===== config.mk =====
export PLATFORM = sky130hd
export DESIGN_NAME = uart_reg_bridge
export DESIGN_NICKNAME = d
export VERILOG_FILES = /design/src/rtl/uart_pkg.sv /design/src/rtl/bridge_timeout_ctr.sv /design/src/rtl/uart_reg_bridge.sv
export SDC_FILE = /design/constraint.sdc
export NUM_CORES = 1
export LEC_CHECK = 0
export BUFFER_PORTS_ARGS = -buffer_cell sky130_fd_sc_hd__buf_2
export CAP_MARGIN = 20
export CORE_ASPECT_RATIO = 1.75
export CORE_MARGIN = 3
export CORE_UTILIZATION = 45
export CTS_CLUSTER_SIZE = 14
export DETAILED_ROUTE_END_ITERATION = 7
export GPL_ROUTABILITY_DRIVEN = 0
export PLACE_DENSITY = 0.71
export SYNTH_ARGS = -nofsm -noshare
export SYNTH_HDL_FRONTEND = slang
export SYNTH_HIERARCHICAL = 1
export SYNTH_SLANG_ARGS = --single-unit

===== constraint.sdc =====
create_clock -name i_clk -period 2.25 [get_ports i_clk]
set_input_delay 0.1125 -clock i_clk [delete_from_list [all_inputs] [get_ports i_clk]]
set_output_delay 0.1125 -clock i_clk [all_outputs]
set_load 0.01 [all_outputs]

===== src/rtl/uart_pkg.sv =====
// Shared UART definitions: register offsets, bridge command encoding and bridge FSM states.
package uart_pkg;

  localparam logic [2:0] UART_CR_OFFSET   = 3'd0;
  localparam logic [2:0] UART_SR_OFFSET   = 3'd1;
  localparam logic [2:0] UART_DIN0_OFFSET = 3'd2;
  localparam logic [2:0] UART_DOUT0_OFFSET = 3'd4;

  localparam logic UART_CMD_WRITE = 1'b1;
  localparam logic UART_CMD_READ  = 1'b0;

  typedef enum logic [2:0] {IDLE, WR_DATA, RD_REQ, RD_WAIT, RD_SEND} bridge_state_t;

  // Command byte layout for the default 3-bit address bus.
  typedef struct packed {
    logic [3:0] burst;
    logic [2:0] addr;
    logic       rw;
  } bridge_cmd_t;

endpackage


===== src/rtl/bridge_timeout_ctr.sv =====
// Inter-byte timeout counter: cleared by load, pulses terminal count once after
// TIMEOUT_CYCLES unloaded clocks, then saturates until the next load.
module bridge_timeout_ctr #(
  parameter int unsigned TIMEOUT_CYCLES = 100000
) (
  input  logic i_clk,
  input  logic i_rst,
  input  logic i_load,
  output logic o_tc
);

  localparam int unsigned W = $clog2(TIMEOUT_CYCLES + 1);
  localparam logic [W-1:0] LAST = W'(TIMEOUT_CYCLES - 1);
  localparam logic [W-1:0] SAT  = W'(TIMEOUT_CYCLES);

  logic [W-1:0] cnt;

  always_ff @(posedge i_clk) begin
    if (i_rst || i_load) begin
      cnt <= '0;
    end else if (cnt != SAT) begin
      cnt <= cnt + 1'b1;
    end
  end

  assign o_tc = !i_load && (cnt == LAST);

endmodule


===== src/rtl/uart_reg_bridge.sv =====
// Byte-level command decoder bridging UART RX/TX byte streams to the register bus,
// with burst auto-increment, inter-byte write timeout and RX overrun reporting.
module uart_reg_bridge #(
  parameter int unsigned ADDR_WIDTH     = 3,
  parameter int unsigned EN_BURST       = 1,
  parameter int unsigned TIMEOUT_CYCLES = 100000
) (
  input  logic                  i_clk,
  input  logic                  i_rst,
  input  logic [7:0]            i_rx_data,
  input  logic                  i_rx_valid,
  output logic [7:0]            o_tx_data,
  output logic                  o_tx_valid,
  input  logic                  i_tx_ready,
  output logic [ADDR_WIDTH-1:0] o_reg_addr,
  output logic [7:0]            o_reg_wdata,
  output logic                  o_reg_we,
  output logic                  o_reg_re,
  input  logic [7:0]            i_reg_rdata,
  input  logic                  i_reg_rvalid,
  output logic                  o_busy,
  output logic                  o_timeout,
  output logic                  o_overrun
);
  import uart_pkg::*;

  // Remaining bytes minus one, so the burst field loads directly.
  localparam int unsigned BW = 7 - ADDR_WIDTH;

  bridge_state_t         state;
  logic [ADDR_WIDTH-1:0] addr;
  logic [BW-1:0]         rem;
  logic                  tmo_load;
  logic                  tmo_tc;
  logic                  in_read;

  assign tmo_load = (state != WR_DATA) || i_rx_valid;
  assign in_read  = (state == RD_REQ) || (state == RD_WAIT) || (state == RD_SEND);
  assign o_busy   = (state != IDLE);

  bridge_timeout_ctr #(
    .TIMEOUT_CYCLES(TIMEOUT_CYCLES)
  ) u_timeout (
    .i_clk (i_clk),
    .i_rst (i_rst),
    .i_load(tmo_load),
    .o_tc  (tmo_tc)
  );

  always_ff @(posedge i_clk) begin
    if (i_rst) begin
      state       <= IDLE;
      addr        <= '0;
      rem         <= '0;
      o_tx_data   <= '0;
      o_tx_valid  <= 1'b0;
      o_reg_addr  <= '0;
      o_reg_wdata <= '0;
      o_reg_we    <= 1'b0;
      o_reg_re    <= 1'b0;
      o_timeout   <= 1'b0;
      o_overrun   <= 1'b0;
    end else begin
      o_reg_we  <= 1'b0;
      o_reg_re  <= 1'b0;
      o_timeout <= 1'b0;
      o_overrun <= i_rx_valid && in_read;
      unique case (state)
        IDLE: begin
          if (i_rx_valid) begin
            addr  <= i_rx_data[ADDR_WIDTH:1];
            rem   <= (EN_BURST != 0) ? i_rx_data[7:ADDR_WIDTH+1] : '0;
            state <= (i_rx_data[0] == UART_CMD_WRITE) ? WR_DATA : RD_REQ;
          end
        end
        WR_DATA: begin
          if (i_rx_valid) begin
            o_reg_we    <= 1'b1;
            o_reg_wdata <= i_rx_data;
            o_reg_addr  <= addr;
            addr        <= addr + 1'b1;
            rem         <= rem - 1'b1;
            if (rem == '0) state <= IDLE;
          end else if (tmo_tc) begin
            o_timeout <= 1'b1;
            state     <= IDLE;
          end
        end
        RD_REQ: begin
          o_reg_re   <= 1'b1;
          o_reg_addr <= addr;
          state      <= RD_WAIT;
        end
        RD_WAIT: begin
          if (i_reg_rvalid) begin
            o_tx_data  <= i_reg_rdata;
            o_tx_valid <= 1'b1;
            state      <= RD_SEND;
          end
        end
        RD_SEND: begin
          if (o_tx_valid && i_tx_ready) begin
            o_tx_valid <= 1'b0;
            addr       <= addr + 1'b1;
            rem        <= rem - 1'b1;
            state      <= (rem == '0) ? IDLE : RD_REQ;
          end
        end
        default: state <= IDLE;
      endcase
    end
  end

endmodule


==> flow_summary.yaml, run 1 <==
outcome:
  status: "finished clean"
setup_path:
  path_max_fanout: 4
  critical_path.slowest_cell: "or4_1"
  cp-start-kind: "flop"
  crit_top_cell: "nor2_1"
  path_cells: "nand2b_1 > or3_1 > or4_1 > nor2_1 > nor2_1 > a21oi_1 > o211ai_1 > and3_1"
  crit_type: "flop to flop"
  required_ps: 2460
  critical-path-top-delay-family: "simple AND/OR/NAND/NOR gates"
  crit_buf_inv: 0
  cp_slowest_stage_delay_ps: 470
  cp.arrival_ps: 2210
  cp-end-kind: "flop"
yosys:
  yosysMostFrequentCell: "dfxtp_1"
  synth_common_cells: "dfxtp_1 (51), nor2_1 (34), nand2_1 (31)"
  syn_avg_cell_area_um2: 8.41
  synth.net_count: 301
  synth_area_leaders: "dfxtp_1 (44%), nor2_1 (5.5%), mux2i_1 (5.2%)"
  syn_area_um2: 2320
  postSynthCellCount: 276
  synth_ff_type: "dfxtp_1"
  ys_types: 53
  yosysSeqAreaShare: 0.440
  yosysWarnings: 6
  synth_top_area_share: 0.440
  yosysTopAreaCell: "dfxtp_1"
  synth_seq_cells: 51
  postSynth.asyncResetShare: 0
  synth_edf_count: 0
place:
  hpwl_um: 3920
  io_buffers: 45
clock_tree:
  cts_made_buffers: 5
  clk_pin_slew_ps: 90
  post-cts-setup-buffer-count: 0
  ctsResizeCount: 0
  clock-sinks: 51
  clkLatencyLatePin_ps: 300
  ctsHoldBuffers: 0
  cts_tree: "built"
  cts_root_buf: "clkbuf_8"
  clock_path_buffers: 2
  htreeDepth: 2
finish:
  num_antenna_cells: 0
  nets: 345
  syn_to_final_growth_pct: 16.9
  drive_gt1_frac: 0.206
run:
  cap_viol_max_count: 0
floorplanning:
  die_area_um2: 6090
  core_area_um2: 4980
  rows: 34
  ioPinCount: 46
  die_w_um: 60.3
  start_util: 0.467
  die_h_um: 101
detailed_routing:
  drt_iter0_markers: 67
  wirelength_um: 5250
  num_vias: 2093
  postRouteAntennaNets: 0
  wl_per_cell_um: 14.0
  drc: 0
  firstDrtPassIters: 4
  via_per_inst: 5.58
timing:
  worst_pin_slew_ps: 571
  rsz0062_at_grt: "false"
  drv_slew: 0
  hold_viol_final: 0
  whs_ps: 43.0
  relSlewSlack: 0.616
  finalSetupViolCount: 0
  final.setup_skew_ps: 7.20
  finalCritPeriodShare: 0.889
  fin_crit_ps: 2000
  fin_tns_setup_ps: 0
  fmax_mhz: 500
global_route:
  grt_max_degree: 20
  grt_pass1_wl_um: 8680
  antenna_found_initial: 0
  grt.total_usage: 0.187
  grt.met3_usage: 0.0410
  met1_usage: 0.187
  overflow: 0
  grt-busiest-layer: "met2"
  grt_util_met2: 0.345
  first_global_vias: 1963
pwr:
  p_sw_uw: 478
  powerDensity_nw_per_um2: 699
  switching_share: 0.252
  pwr-share-comb: 0.151
  p_total_uw: 1900
  p_int_uw: 1420
  clkPwrFrac: 0.344
  p_leak_uw: 0.00104
  ir_worst_vdd_mv: 0.405
  pwr-share-seq: 0.506
worst_hold_path:
  hold_class: "input port to flop"
[area by class of cell]
class	instances	area, um^2
clock inverter	2	35.0
inverter	13	48.8
sequential	51	1020
fill	488	2260
timing repair buffer	50	263
multi-input combinational	199	1200
tap	54	67.6
clock buffer	6	82.6
[placed cells by master (no fill, tap or decap), drive strengths merged, types with 2 or more instances in the layout]
master / instances
nor4b: 2
nor4: 5
buf: 50
a21oi: 23
nand4: 3
nand2: 31
and3: 3
ha: 4
xor2: 2
nor2: 35
o21ai: 6
nor2b: 2
o32ai: 3
nor3: 7
or2: 2
a31oi: 2
o31a: 2
inv: 13
or3: 3
nand3: 12
nand2b: 7
nor3b: 5
xnor2: 8
mux2i: 12
clkbuf: 6
dfxtp: 51
or4: 2
o21a: 2
[worst register-to-register path: cells and delay by family (launching register included)]
kind	cells	cell delay, ps
flops	1	320
simple gates	6	1370
compound gates	2	210
[state kept, by name (all words and copies together) (netlist names)]
signal	count
addr	3
state	3
o_tx_data	8
o_reg_wdata	8
o_reg_addr	3
o_tx_valid	1
rem	4
o_reg_re	1
u_timeout/cnt	17
o_reg_we	1
o_overrun	1
o_timeout	1
[layer usage]
layer	share of wire	routed length (um)	vias to the layer above
met4	0.028	146	0
met1	0.36	1920	974
met5	0	0	-
met2	0.57	2980	55
met3	0.040	211	12
li1	-	-	1052
[logic make-up (layout without fill, tap and decap cells)]
| logic type | after synthesis | count (layout) | synth area share |
|---|---|---|---|
| mux | 12 | 12 | 0.0517 |
| fa+ha+maj | 4 | 4 | 0.0216 |
| xor+xnor | 10 | 10 | 0.0377 |
| flops | 51 | 51 | 0.440 |
| compound gates | 49 | 49 | 0.133 |
| buf+inv | 26 | 71 | 0.0447 |
| simple gates | 124 | 124 | 0.272 |
[worst paths after layout]
check                       from  depth (start not counted)            to  slack (ps)
hold reg to reg     o_tx_data[6]                          2  o_tx_data[6]         450
hold / removal    i_reg_rdata[2]                          3  o_tx_data[2]          40
setup reg to reg        state[1]                          8      state[0]         250
setup / recovery        state[1]                          8      state[0]         250
[power groups by stage]
stage	Combinational, uW	Clock, uW	Sequential (uW)
after floorplan	188	0	985
after global placement	282	0	979
after detailed placement	286	0	980
after CTS	287	673	959
after global routing	318	705	964
final	286	652	959
[per-stage QoR]
stage          setup slack, ps  std cells  area [um^2]   util
2_1_floorplan              209        276         2320      -
3_5_place_dp               255        367         2600  0.522
6_report                   250        375         2720  0.546
3_3_place_gp               309        367         2600  0.522
5_1_grt                   91.6        375         2720  0.546
4_1_cts                    229        375         2720  0.546
Power figures use the tool's default switching activity.
==> run 2: changes to the inputs <==
- BUFFER_PORTS_ARGS: -buffer_cell sky130_fd_sc_hd__buf_2 -> -buffer_cell sky130_fd_sc_hd__buf_4
- SLEW_MARGIN: default -> 10
- clock period: 2.25 -> 1.9 ns (I/O delays scaled with it)
==> run 2 against run 1 <==
  * Die area stayed put
  * Critical path type unchanged
  * Largest cell class unchanged
  * Fmax is 7.6% higher
  * Sequential cell count stayed put
  * Setup slack worse by 210 ps
  * First-iteration DRC count is 27% higher
  * Clock power is 4.6% higher
  * Design area is 7.1% higher
==> flow_summary.yaml, run 2 (synthesis gave the netlist of run 1 again) <==
pwr:
  ir_worst_vdd_mv: 0.594
  switching_share: 0.262
  powerDensity_nw_per_um2: 755
  p_leak_uw: 0.00108
  clkPwrFrac: 0.311
  p_int_uw: 1620
  pwr-share-seq: 0.519
  pwr-share-comb: 0.170
  p_sw_uw: 575
timing:
  rsz0062_at_grt: "true"
  finalCritPeriodShare: 0.978
  finalSetupViolCount: 0
  hold_viol_final: 0
  relSlewSlack: 0.685
  worst_pin_slew_ps: 473
  fmax_mhz: 538
  fin_crit_ps: 1860
  drv_slew: 0
  final.setup_skew_ps: 11.8
detailed_routing:
  drc: 0
  postRouteAntennaNets: 0
  wirelength_um: 5160
  wl_per_cell_um: 13.5
  drt_iter0_markers: 85
  via_per_inst: 5.48
  num_vias: 2092
  firstDrtPassIters: 4
clock_tree:
  cts_made_buffers: 5
  clk_pin_slew_ps: 100
  clkLatencyLatePin_ps: 300
  cts_root_buf: "clkbuf_8"
  ctsHoldBuffers: 0
  post-cts-setup-buffer-count: 0
  htreeDepth: 2
  cts_tree: "built"
  clock-sinks: 51
  clock_path_buffers: 2
floorplanning:
  start_util: 0.467
  die_area_um2: 6090
  core_area_um2: 4980
  die_h_um: 101
  rows: 34
  ioPinCount: 46
  die_w_um: 60.3
setup_path:
  cp-start-kind: "flop"
  rrSetupSlack_ps: 40
  required_ps: 2110
  cp_slowest_stage_delay_ps: 440
  path_cells: "nand2b_4 > or3_4 > or4_4 > nor2_4 > nor2_1 > a21oi_1 > o211ai_1 > and3_1"
  path_max_fanout: 2
  reg2reg_from: "state[1]"
  cp.arrival_ps: 2070
  crit_start: "state[1]"
  cp-end-kind: "flop"
  critical_path.slowest_cell: "or4_4"
  crit_type: "flop to flop"
finish:
  postLayoutCoreUtil: 0.584
  nets: 352
  fin_area_um2: 2910
  num_antenna_cells: 0
  largest_reg_flops: 17
  syn_to_final_growth_pct: 25.3
  final_common_cell: "buf_4"
  drive_gt1_frac: 0.247
  layout_common_cells: "buf_4 (57), dfxtp_1 (48), nor2_1 (33)"
  instances_no_fill: 382
  largest-register: "u_timeout/cnt"
  top_regs: "u_timeout/cnt x17, o_reg_wdata x8, o_tx_data x8"
worst_hold_path:
  holdCritStartpoint: "i_rx_data[2]"
  hold_class: "input port to flop"
place:
  hpwl_um: 3830
  io_buffers: 45
  place_area_um2: 2780
  place_inst: 374
global_route:
  antenna_found_initial: 0
  grt.total_usage: 0.178
  overflow: 0
  grt_pass1_wl_um: 8490
  first_global_vias: 1962
  grt_max_degree: 38
outcome:
  status: "finished clean"
run:
  cap_viol_max_count: 0
run 2: cell types whose count changed in the layout (fill, tap and decap cells not counted), sizes merged:
cell / change
buf: +7
bufinv: -1
clkbuf: +1
clkinv: -1
clkinvlp: +1
run 2: repair_timing:
| action | CTS | global route |
|---|---|---|
| setup endpoints to repair | 1 | 2 |
| pin swaps | 1 | 2 |
| resized for setup | 1 | 8 |
run 2: critical path, delay by kind of cell (launching register included):
family             cells  cell delay (ps)
and+or+nand+nor        6             1220
DFF                    1              330
AOI/OAI and AO/OA      2              200
run 2: final timing paths:
check / to / cells after the start
max: state[0] / 8
min: o_reg_wdata[2] / 3
max reg2reg: state[0] / 8
min reg2reg: o_tx_data[6] / 2
run 2: cell type report:
class,count,area [um^2]
Multi-Input combinational cell,199,1230
Sequential cell,51,1030
Fill cell,452,2070
Inverter,13,48.8
Timing Repair Buffer,57,428
Tap cell,54,67.6
Clock buffer,7,96.3
Clock inverter,1,7.51
run 2: stage by stage:
step | total power (uW) | setup TNS (ps) | setup WS (ps) | hold slack, ps
finish | 2200 | 0 | 41.6 | 31.5
global route | 2290 | -30.4 | -30.4 | 25.0
CTS | 2220 | 0 | 5.16 | 26.6
detailed placement | 1540 | 0 | 3.73 | 351
global placement | 1530 | 0 | 43.4 | 340
floorplan | 1400 | -68.5 | -68.5 | 231
run 2: power groups by stage:
stage	registers [uW]	logic, uW	clock network, uW
2_1_floorplan	1170	236	0
3_5_place_dp	1160	373	0
5_1_grt	1150	410	736
4_1_cts	1140	375	702
3_3_place_gp	1160	371	0
6_report	1140	374	682
run 2: metal layers:
metal,wire [um],vias to the layer above,track usage
li1,-,1066,-
met3,160,8,0.0295
met2,2850,35,0.321
met4,95,0,0.0819
met5,0,-,0
met1,2060,983,0.192
